File: src/rtl/pipeline_stall_sequencer.sv
// pipeline_stall_sequencer
// Multi-cycle stall/flush sequencer for the 5-stage pipeline. It detects
// load-use and control hazards in Decode. It holds the matching stall/flush
// pattern for a programmable number of cycles. It freezes F/D/E while the data
// memory is busy. It also keeps a saturating stall-cycle counter and a sticky
// memory-timeout error flag.
module pipeline_stall_sequencer #(
   parameter int BR_PENALTY  = 2,   // total stall cycles per control hazard (>=1)
   parameter int LD_PENALTY  = 1,   // total stall cycles per load-use hazard (>=1)
   parameter int MEM_TIMEOUT = 15,  // busy cycles before MemErr is raised (>=1)
   parameter int CNT_W       = 16   // StallCount width
) (
   input  logic             clk,
   input  logic             rst_n,
   input  logic             BranchD,
   input  logic             ForSignalD,
   input  logic             MemReadE,
   input  logic [2:0]       RdE,
   input  logic [2:0]       RsD,
   input  logic [2:0]       RtD,
   input  logic             UseRtD,
   input  logic             MemBusyM,
   output logic             StallF,
   output logic             StallD,
   output logic             StallE,
   output logic             FlushD,
   output logic             FlushE,
   output logic             Busy,
   output logic             MemErr,
   output logic [CNT_W-1:0] StallCount
);

   localparam int MAX_PEN = (BR_PENALTY > LD_PENALTY) ? BR_PENALTY : LD_PENALTY;
   // The wait counter only has to hold MAX_PEN-2.
   localparam int CW = (MAX_PEN > 2) ? $clog2(MAX_PEN - 1) : 1;
   localparam int TW = $clog2(MEM_TIMEOUT + 1);
   localparam logic [CW-1:0] LD_INIT = CW'((LD_PENALTY > 1) ? LD_PENALTY - 2 : 0);
   localparam logic [CW-1:0] BR_INIT = CW'((BR_PENALTY > 1) ? BR_PENALTY - 2 : 0);

   typedef enum logic [1:0] {
      S_IDLE,
      S_LD_WAIT,
      S_CTL_WAIT,
      S_MEM_WAIT
   } state_t;

   state_t           r_state, w_state_nxt;
   logic [CW-1:0]    r_cnt, w_cnt_nxt;
   logic [TW-1:0]    r_mem_timer;
   logic             r_mem_err;
   logic [CNT_W-1:0] r_stall_cnt;

   logic w_lu, w_ctl;
   logic w_sf, w_sd, w_se, w_fd, w_fe;

   assign w_lu  = MemReadE & (RdE != 3'd0) &
                  ((RdE == RsD) | (UseRtD & (RdE == RtD)));
   assign w_ctl = BranchD | ForSignalD;

   // State register and wait counter.
   // NOTE: sequential state uses non-blocking (<=) so every flop samples pre-edge values.
   always_ff @(posedge clk or negedge rst_n) begin
      if (!rst_n) begin
         r_state <= S_IDLE;
         r_cnt   <= '0;
      end else begin
         r_state <= w_state_nxt;
         r_cnt   <= w_cnt_nxt;
      end
   end

   // Next-state, counter update and Mealy stall/flush outputs.
   // NOTE: every signal assigned here gets a default first, otherwise a latch is inferred.
   always_comb begin
      w_state_nxt = r_state;
      w_cnt_nxt   = r_cnt;
      w_sf        = 1'b0;
      w_sd        = 1'b0;
      w_se        = 1'b0;
      w_fd        = 1'b0;
      w_fe        = 1'b0;
      case (r_state)
         S_IDLE: begin
            if (MemBusyM) begin
               w_sf        = 1'b1;
               w_sd        = 1'b1;
               w_se        = 1'b1;
               w_state_nxt = S_MEM_WAIT;
            end else if (w_lu) begin
               w_sf = 1'b1;
               w_sd = 1'b1;
               w_fe = 1'b1;
               if (LD_PENALTY > 1) begin
                  w_state_nxt = S_LD_WAIT;
                  w_cnt_nxt   = LD_INIT;
               end
            end else if (w_ctl) begin
               // The branch itself moves on to Execute; only the wrong-path fetch is squashed.
               w_sf = 1'b1;
               w_fd = 1'b1;
               if (BR_PENALTY > 1) begin
                  w_state_nxt = S_CTL_WAIT;
                  w_cnt_nxt   = BR_INIT;
               end
            end
         end
         S_LD_WAIT, S_CTL_WAIT: begin
            if (MemBusyM) begin
               // Memory freeze overrides the pattern; the counter holds its value.
               w_sf = 1'b1;
               w_sd = 1'b1;
               w_se = 1'b1;
            end else begin
               w_sf = 1'b1;
               if (r_state == S_LD_WAIT) begin
                  w_sd = 1'b1;
                  w_fe = 1'b1;
               end else begin
                  w_fd = 1'b1;
               end
               if (r_cnt == '0) begin
                  w_state_nxt = S_IDLE;
               end else begin
                  w_cnt_nxt = r_cnt - 1'b1;
               end
            end
         end
         S_MEM_WAIT: begin
            if (MemBusyM) begin
               w_sf = 1'b1;
               w_sd = 1'b1;
               w_se = 1'b1;
            end else begin
               w_state_nxt = S_IDLE;
            end
         end
         default: w_state_nxt = S_IDLE;
      endcase
   end

   // Memory-busy timer and sticky timeout flag.
   always_ff @(posedge clk or negedge rst_n) begin
      if (!rst_n) begin
         r_mem_timer <= '0;
         r_mem_err   <= 1'b0;
      end else if (MemBusyM) begin
         if (r_mem_timer != TW'(MEM_TIMEOUT)) begin
            r_mem_timer <= r_mem_timer + 1'b1;
         end
         if (r_mem_timer == TW'(MEM_TIMEOUT - 1)) begin
            r_mem_err <= 1'b1;
         end
      end else begin
         r_mem_timer <= '0;
      end
   end

   // Saturating count of cycles with StallF asserted.
   always_ff @(posedge clk or negedge rst_n) begin
      if (!rst_n) begin
         r_stall_cnt <= '0;
      end else if (w_sf && (r_stall_cnt != {CNT_W{1'b1}})) begin
         r_stall_cnt <= r_stall_cnt + CNT_W'(1);
      end
   end

   // Outputs are forced low while reset is held, even though they are Mealy terms.
   assign StallF     = w_sf & rst_n;
   assign StallD     = w_sd & rst_n;
   assign StallE     = w_se & rst_n;
   assign FlushD     = w_fd & rst_n;
   assign FlushE     = w_fe & rst_n;
   assign Busy       = (r_state != S_IDLE);
   assign MemErr     = r_mem_err;
   assign StallCount = r_stall_cnt;

endmodule

File: config.mk
export PLATFORM = sky130hd
export DESIGN_NAME = pipeline_stall_sequencer
export DESIGN_NICKNAME = d
export VERILOG_FILES = /design/src/rtl/pipeline_stall_sequencer.sv
export SDC_FILE = /design/constraint.sdc
export NUM_CORES = 1
export LEC_CHECK = 0
export BUFFER_PORTS_ARGS = -buffer_cell sky130_fd_sc_hd__buf_2
export CORE_MARGIN = 2
export CORE_UTILIZATION = 30
export CTS_CLUSTER_DIAMETER = 50
export DETAILED_ROUTE_END_ITERATION = 8
export GPL_ROUTABILITY_DRIVEN = 0
export MAX_ROUTING_LAYER = met4
export REMOVE_ABC_BUFFERS = 1
export SLEW_MARGIN = 10
export SYNTH_ARGS = -nofsm -noshare
export SYNTH_HDL_FRONTEND = slang
export SYNTH_SLANG_ARGS = --single-unit
File: constraint.sdc
create_clock -name clk -period 2.8 [get_ports clk]
set_input_delay 0 -clock clk [delete_from_list [all_inputs] [get_ports clk]]
set_output_delay 0 -clock clk [all_outputs]
set_load 0.1 [all_outputs]
==> results of run 1 <==
-- synthesized netlist by cell type (2+ instances only) --
cell type,instances
a211oi_1,3
a21oi_1,2
nand2b_1,2
nor3_1,5
nand2_1,6
nand3_1,11
nand4_1,10
xnor2_1,19
ha_1,6
dfrtp_1,23
xor2_1,3
nor2_1,11
inv_1,7
-- worst paths after layout --
kind	from	to	slack, ns	cells past startpoint
worst max-delay path	r_state[0]$_DFFE_PN0P_	FlushD	0.94	6
worst min-delay path	MemBusyM	r_mem_timer[2]$_DFFE_PN0P_	0.06	3
worst max register to register	StallCount[0]$_DFFE_PN0P_	StallCount[1]$_DFFE_PN0P_	0.98	6
worst min register to register	MemErr$_DFFE_PN0P_	MemErr$_DFFE_PN0P_	0.47	1
max in group asynchronous	rst_n	r_state[0]$_DFFE_PN0P_	2.17	3
min in group asynchronous	rst_n	StallCount[2]$_DFFE_PN0P_	0.15	2
-- per-stage QoR --
step / utilization, % / hold WS (ns) / setup WS [ns]
floorplan: - / -0.2956 / -0.1578
global placement: 37.84 / -0.1116 / 1.021
detailed placement: 37.84 / -0.1054 / 0.9793
CTS: 39.19 / 0.04965 / 0.9292
global route: 39.19 / 0.09494 / 0.8089
finish: 39.19 / 0.05851 / 0.9429
-- routing by layer --
metal / share of wire, % / up-vias
met5: 0 / -
met3: 5.0 / 2
met4: 0.47 / 0
li1: - / 541
met2: 47 / 31
met1: 47 / 516
-- registers in the layout, summed over array words and instances (netlist names) --
register	count
r_state	2
r_mem_timer	4
StallCount	16
MemErr	1
-- cell families after synthesis --
family	count (synthesis)	share of synthesized area [%]
multiplexers	2	1.633
AO/OA/AOI/OAI	15	9.030
AND/OR/NAND/NOR	52	21.33
XOR/XNOR	22	14.79
adder cells (fa/ha/maj)	6	5.764
buffers and inverters	9	3.266
flip-flops	23	44.19
-- area by class of cell --
type	count	area (um2)
tap	50	62.56
timing repair buffer	40	207.7
sequential	23	575.6
clock buffer	4	45.04
inverter	7	26.28
multi-input combinational	97	684.4
fill	413	2485
-- worst register-to-register path: stages (launching register included) --
cell and delay, ns:
dfrtp_1 0.43, ha_1 0.25, and4_1 0.26, nand2b_1 0.09, o21a_1 0.14, o21a_4 0.21, mux2_2 0.35
-- power breakdown --
group	leakage (nW)	internal, W	total, W	switching [W]
Clock	0.0228	0.000101	0.000197	0.0000954
Combinational	0.444	0.000231	0.00101	0.000780
Sequential	0.303	0.000402	0.000489	0.0000862
Total	0.770	0.000735	0.00170	0.000961
==> metrics, run 1 <==
core area=4086 um2; Design Area, Final=1602 um2; commonest cells after routing, fill and taps aside=buf_2 (38), dfrtp_1 (23), xnor2_1 (19); insertion delay to the later sink of the worst-skew pair=0.26 ns; delay-heaviest family, CP=buffers and inverters; Max Transition Viols Final=0; met3 Track Usage GR=3.319%; peak fanout along the critical path=4; fraction of layout cells with a size suffix above 1=28.07%; initial antenna violation count=0; Leak=0.7701 nW; Synth Register Bits=23; Placed Cells=216; Relative slew margins=67.23%; row cnt=23; commonest non-fill, non-tap cell in the layout=buf_2; Synth Cell Area=1302 um2; Worst Setup Start Kind=register; RSZ-0062 raised after global routing=no; post-CTS setup buffer count=0; Tightest Pin Transition=0.4950 ns; CTS clk-pin slew, worst paths=0.07 ns; gr usage total=12.50%; CTS H-tree lvls=1; Final Net Count=194; CTS root buf=clkbuf_8; number of global-route vias before repair=1071; register area share after synthesis=44.19%; Layout area overhead=22.96%; CP Class=reg2out; post-cts sizing count=0; CTS tree=done; synth unique cells=34; hold_buf cts=1; Worst path max stage delay=0.45 ns; Die X=69.89 um; first-pass GRT wire length=4899 um; via count=1090; IO Count=39; Port-buffer cells=38; die area=4885 um2; largest net degree at the start of global routing=16; Cell Chain, Critical Path=inv_1 > ha_1 > nor2b_1 > a21oi_1 > nor3_1 > buf_2; syn_area_per_cell=10.10 um2; Syn. warnings=0; antenna viol nets, final=0; Buf/Inv on CP=2; fin cells=221; cts bufs inserted=3; type of element capturing the critical path=output port; power consumption=0.001696 W; routed len/inst=12.52 um; maxcap violations=0; PwrDens=1059 nW/um2; Antenna Cells=0; final HPWL from detailed placement=2221 um; drt first pass iters=4; area share of the largest cell type after synthesis=44.19%; VDD IR max=605.5 uV; Final min period=1.857 ns; Post-DP Area=1546 um2; number of synthesized flops with an enable pin=0; met2 usage=19.68%; Initial Utilization=31.87%; final hold vios=0; post-route clock period utilization=66.33%; Longest Clk Path Bufs=2; residual DRC count=0; largest area contributor in the netlist=dfrtp_1; busiest metal layer after global routing=met2; TNS Setup=0 ns; DIE HEIGHT=69.89 um; final setup fails=0; GRT overflow=0; data arrival time of the worst path=1.86 ns; f_max=538.5 MHz; Num Clock Sinks=23; ys flop type=dfrtp_1; Synth async-reset ratio=100.0%; post-synthesis cell count=129; Iter 0 DRT Violations=64; Synth area leaders=dfrtp_1 (44%), xnor2_1 (13%), ha_1 (5.8%); Via density=4.932; Worst Hold Class=in2reg; GR Util met1=16.89%; clk_skew=0.004810 ns; final WL=2768 um; Critical Path RT=2.80 ns; run status=complete, no violations; Critical-path top delay cell=buf_2
Power figures use the tool's default switching activity.
==> run 2: changes to the inputs <==
- clock period: 2.8 -> 1.9 ns (I/O delays scaled with it)
==> metrics, run 2 (same netlist as run 1, synthesis figures left out) <==
Worst path max stage delay=0.40 ns; Logic pwr share=62.1%; fin cells=226; Clock Power Share=11.3%; data arrival time of the worst path=1.75 ns; Layout area overhead=27.76%; type of element capturing the critical path=output port; GRT overflow=0; WP depth=6; Internal=0.001162 W; Final min period=1.754 ns; commonest non-fill, non-tap cell in the layout=buf_2; f_max=570.0 MHz; VDD IR max=758.1 uV; CTS clk-pin slew, worst paths=0.08 ns; Worst Setup Start Kind=register; IO Count=39; largest net degree at the start of global routing=15; Longest Clk Path Bufs=2; post-route clock period utilization=92.34%; final setup fails=0; Relative slew margins=67.32%; Tightest Pin Transition=0.4936 ns; CTS H-tree lvls=1; delay-heaviest family, CP=simple AND/OR/NAND/NOR gates; insertion delay to the later sink of the worst-skew pair=0.26 ns; Cell Chain, Critical Path=inv_1 > ha_4 > nand3_1 > nor2_1 > nor2_1 > clkbuf_4; worst hold stages=3; final hold vios=0; Worst Reg2Reg Path Length in Cells=6; number of global-route vias before repair=1125; power consumption=0.002618 W; Antenna Cells=0; commonest cells after routing, fill and taps aside=buf_2 (34), dfrtp_1 (23), xnor2_1 (19); Via density=4.850; final WL=2863 um; Max Transition Viols Final=0; maxcap violations=0; final core utilization=40.72%; die area=4885 um2; antenna viol nets, final=0; core area=4086 um2; Reg power frac=26.6%; fraction of layout cells with a size suffix above 1=31.25%; residual DRC count=0; Largest register FFs=16; clk_skew=0.005438 ns; PwrDens=1573 nW/um2; cell mode on critical path=nor2_1; Design Area, Final=1664 um2; Post-DP Area=1577 um2; Critical Path RT=1.90 ns; Reg area=575.6 um2; peak fanout along the critical path=7; sw power=0.001456 W; CTS root buf=clkbuf_8; Multi-input gate area=705.7 um2; Iter 0 DRT Violations=23; CP Class=reg2out; gr usage total=12.97%; via count=1096; Leak=0.7954 nW; Port-buffer cells=38; Worst Hold Class=in2reg; first-pass GRT wire length=5119 um; TNS Setup=0 ns; drt first pass iters=4; CTS tree=done; Fillers=413; cts bufs inserted=3; Initial Utilization=31.87%; run status=complete, no violations; row cnt=23; final HPWL from detailed placement=2186 um; Critical-path top delay cell=dfrtp_1; routed len/inst=12.67 um; switching part of the total=55.62%; Final Net Count=199; Buf/Inv on CP=2; DIE HEIGHT=69.89 um; RSZ-0062 raised after global routing=no; Placed Cells=220; Die X=69.89 um; Num Clock Sinks=23; initial antenna violation count=0
-- run 2: cell count changes in the layout (fill, tap and decap cells not counted) --
cell      delta
buf_2        -4
buf_4        +4
clkbuf_4     +4
clkbuf_1     -1
clkinv_2     +1
ha_1         -1
ha_4         +1
o21a_2       +1
-- run 2: final cells by class --
cell class | instances | area share [%]
multi-input cells | 98 | 42.41
flip-flops and latches | 23 | 34.59
repair buffers | 44 | 14.89
well taps | 50 | 3.759
clock buffers | 3 | 2.481
inverters | 7 | 1.579
clock inverters | 1 | 0.3008
-- run 2: metrics by stage --
step | setup WS (ns) | hold WS [ns]
after floorplan | -1.058 | -0.2956
after global placement | 0.1452 | -0.1128
after detailed placement | 0.07305 | -0.1173
after CTS | 0.03753 | 0.04933
after global routing | 0.03199 | 0.07769
final | 0.1456 | 0.05412
-- run 2: power by group through the flow --
stage          registers (W)  clock network (W)  logic (W)
2_1_floorplan        0.00125                  0   0.000716
3_3_place_gp        0.000705                  0    0.00154
3_5_place_dp        0.000703                  0    0.00156
4_1_cts             0.000695           0.000311    0.00156
5_1_grt             0.000714           0.000331    0.00173
6_report            0.000695           0.000296    0.00163
-- run 2: per-layer routing --
metal / vias up / GRT usage [%] / part of all wire, %
met3: 2 / 3.752 / 4.6
met1: 513 / 16.79 / 47
met2: 27 / 20.42 / 48
li1: 554 / - / -
met5: - / - / 0
met4: 0 / 2.564 / 0.45
-- run 2: path summary, 6_finish.rpt --
path	startpoint	to	slack, ns
max	r_state[1]$_DFFE_PN0P_	StallF	0.15
min	MemBusyM	r_mem_timer[2]$_DFFE_PN0P_	0.05
max reg2reg	r_state[1]$_DFFE_PN0P_	StallCount[1]$_DFFE_PN0P_	0.15
min reg2reg	MemErr$_DFFE_PN0P_	MemErr$_DFFE_PN0P_	0.47
max in group asynchronous	rst_n	StallCount[15]$_DFFE_PN0P_	1.34
min in group asynchronous	rst_n	StallCount[7]$_DFFE_PN0P_	0.13
-- run 2: repair_timing --
action	in CTS	in global routing
hold buffers	1	0
resized for setup	0	5
buffers inserted	0	0
setup endpoints to repair	0	7
hold endpoints to repair	23	0
-- run 2: tightest hold or removal path, stage by stage --
cell and delay, ns:
buf_2 0.15, o21ai_0 0.08, a31oi_1 0.04
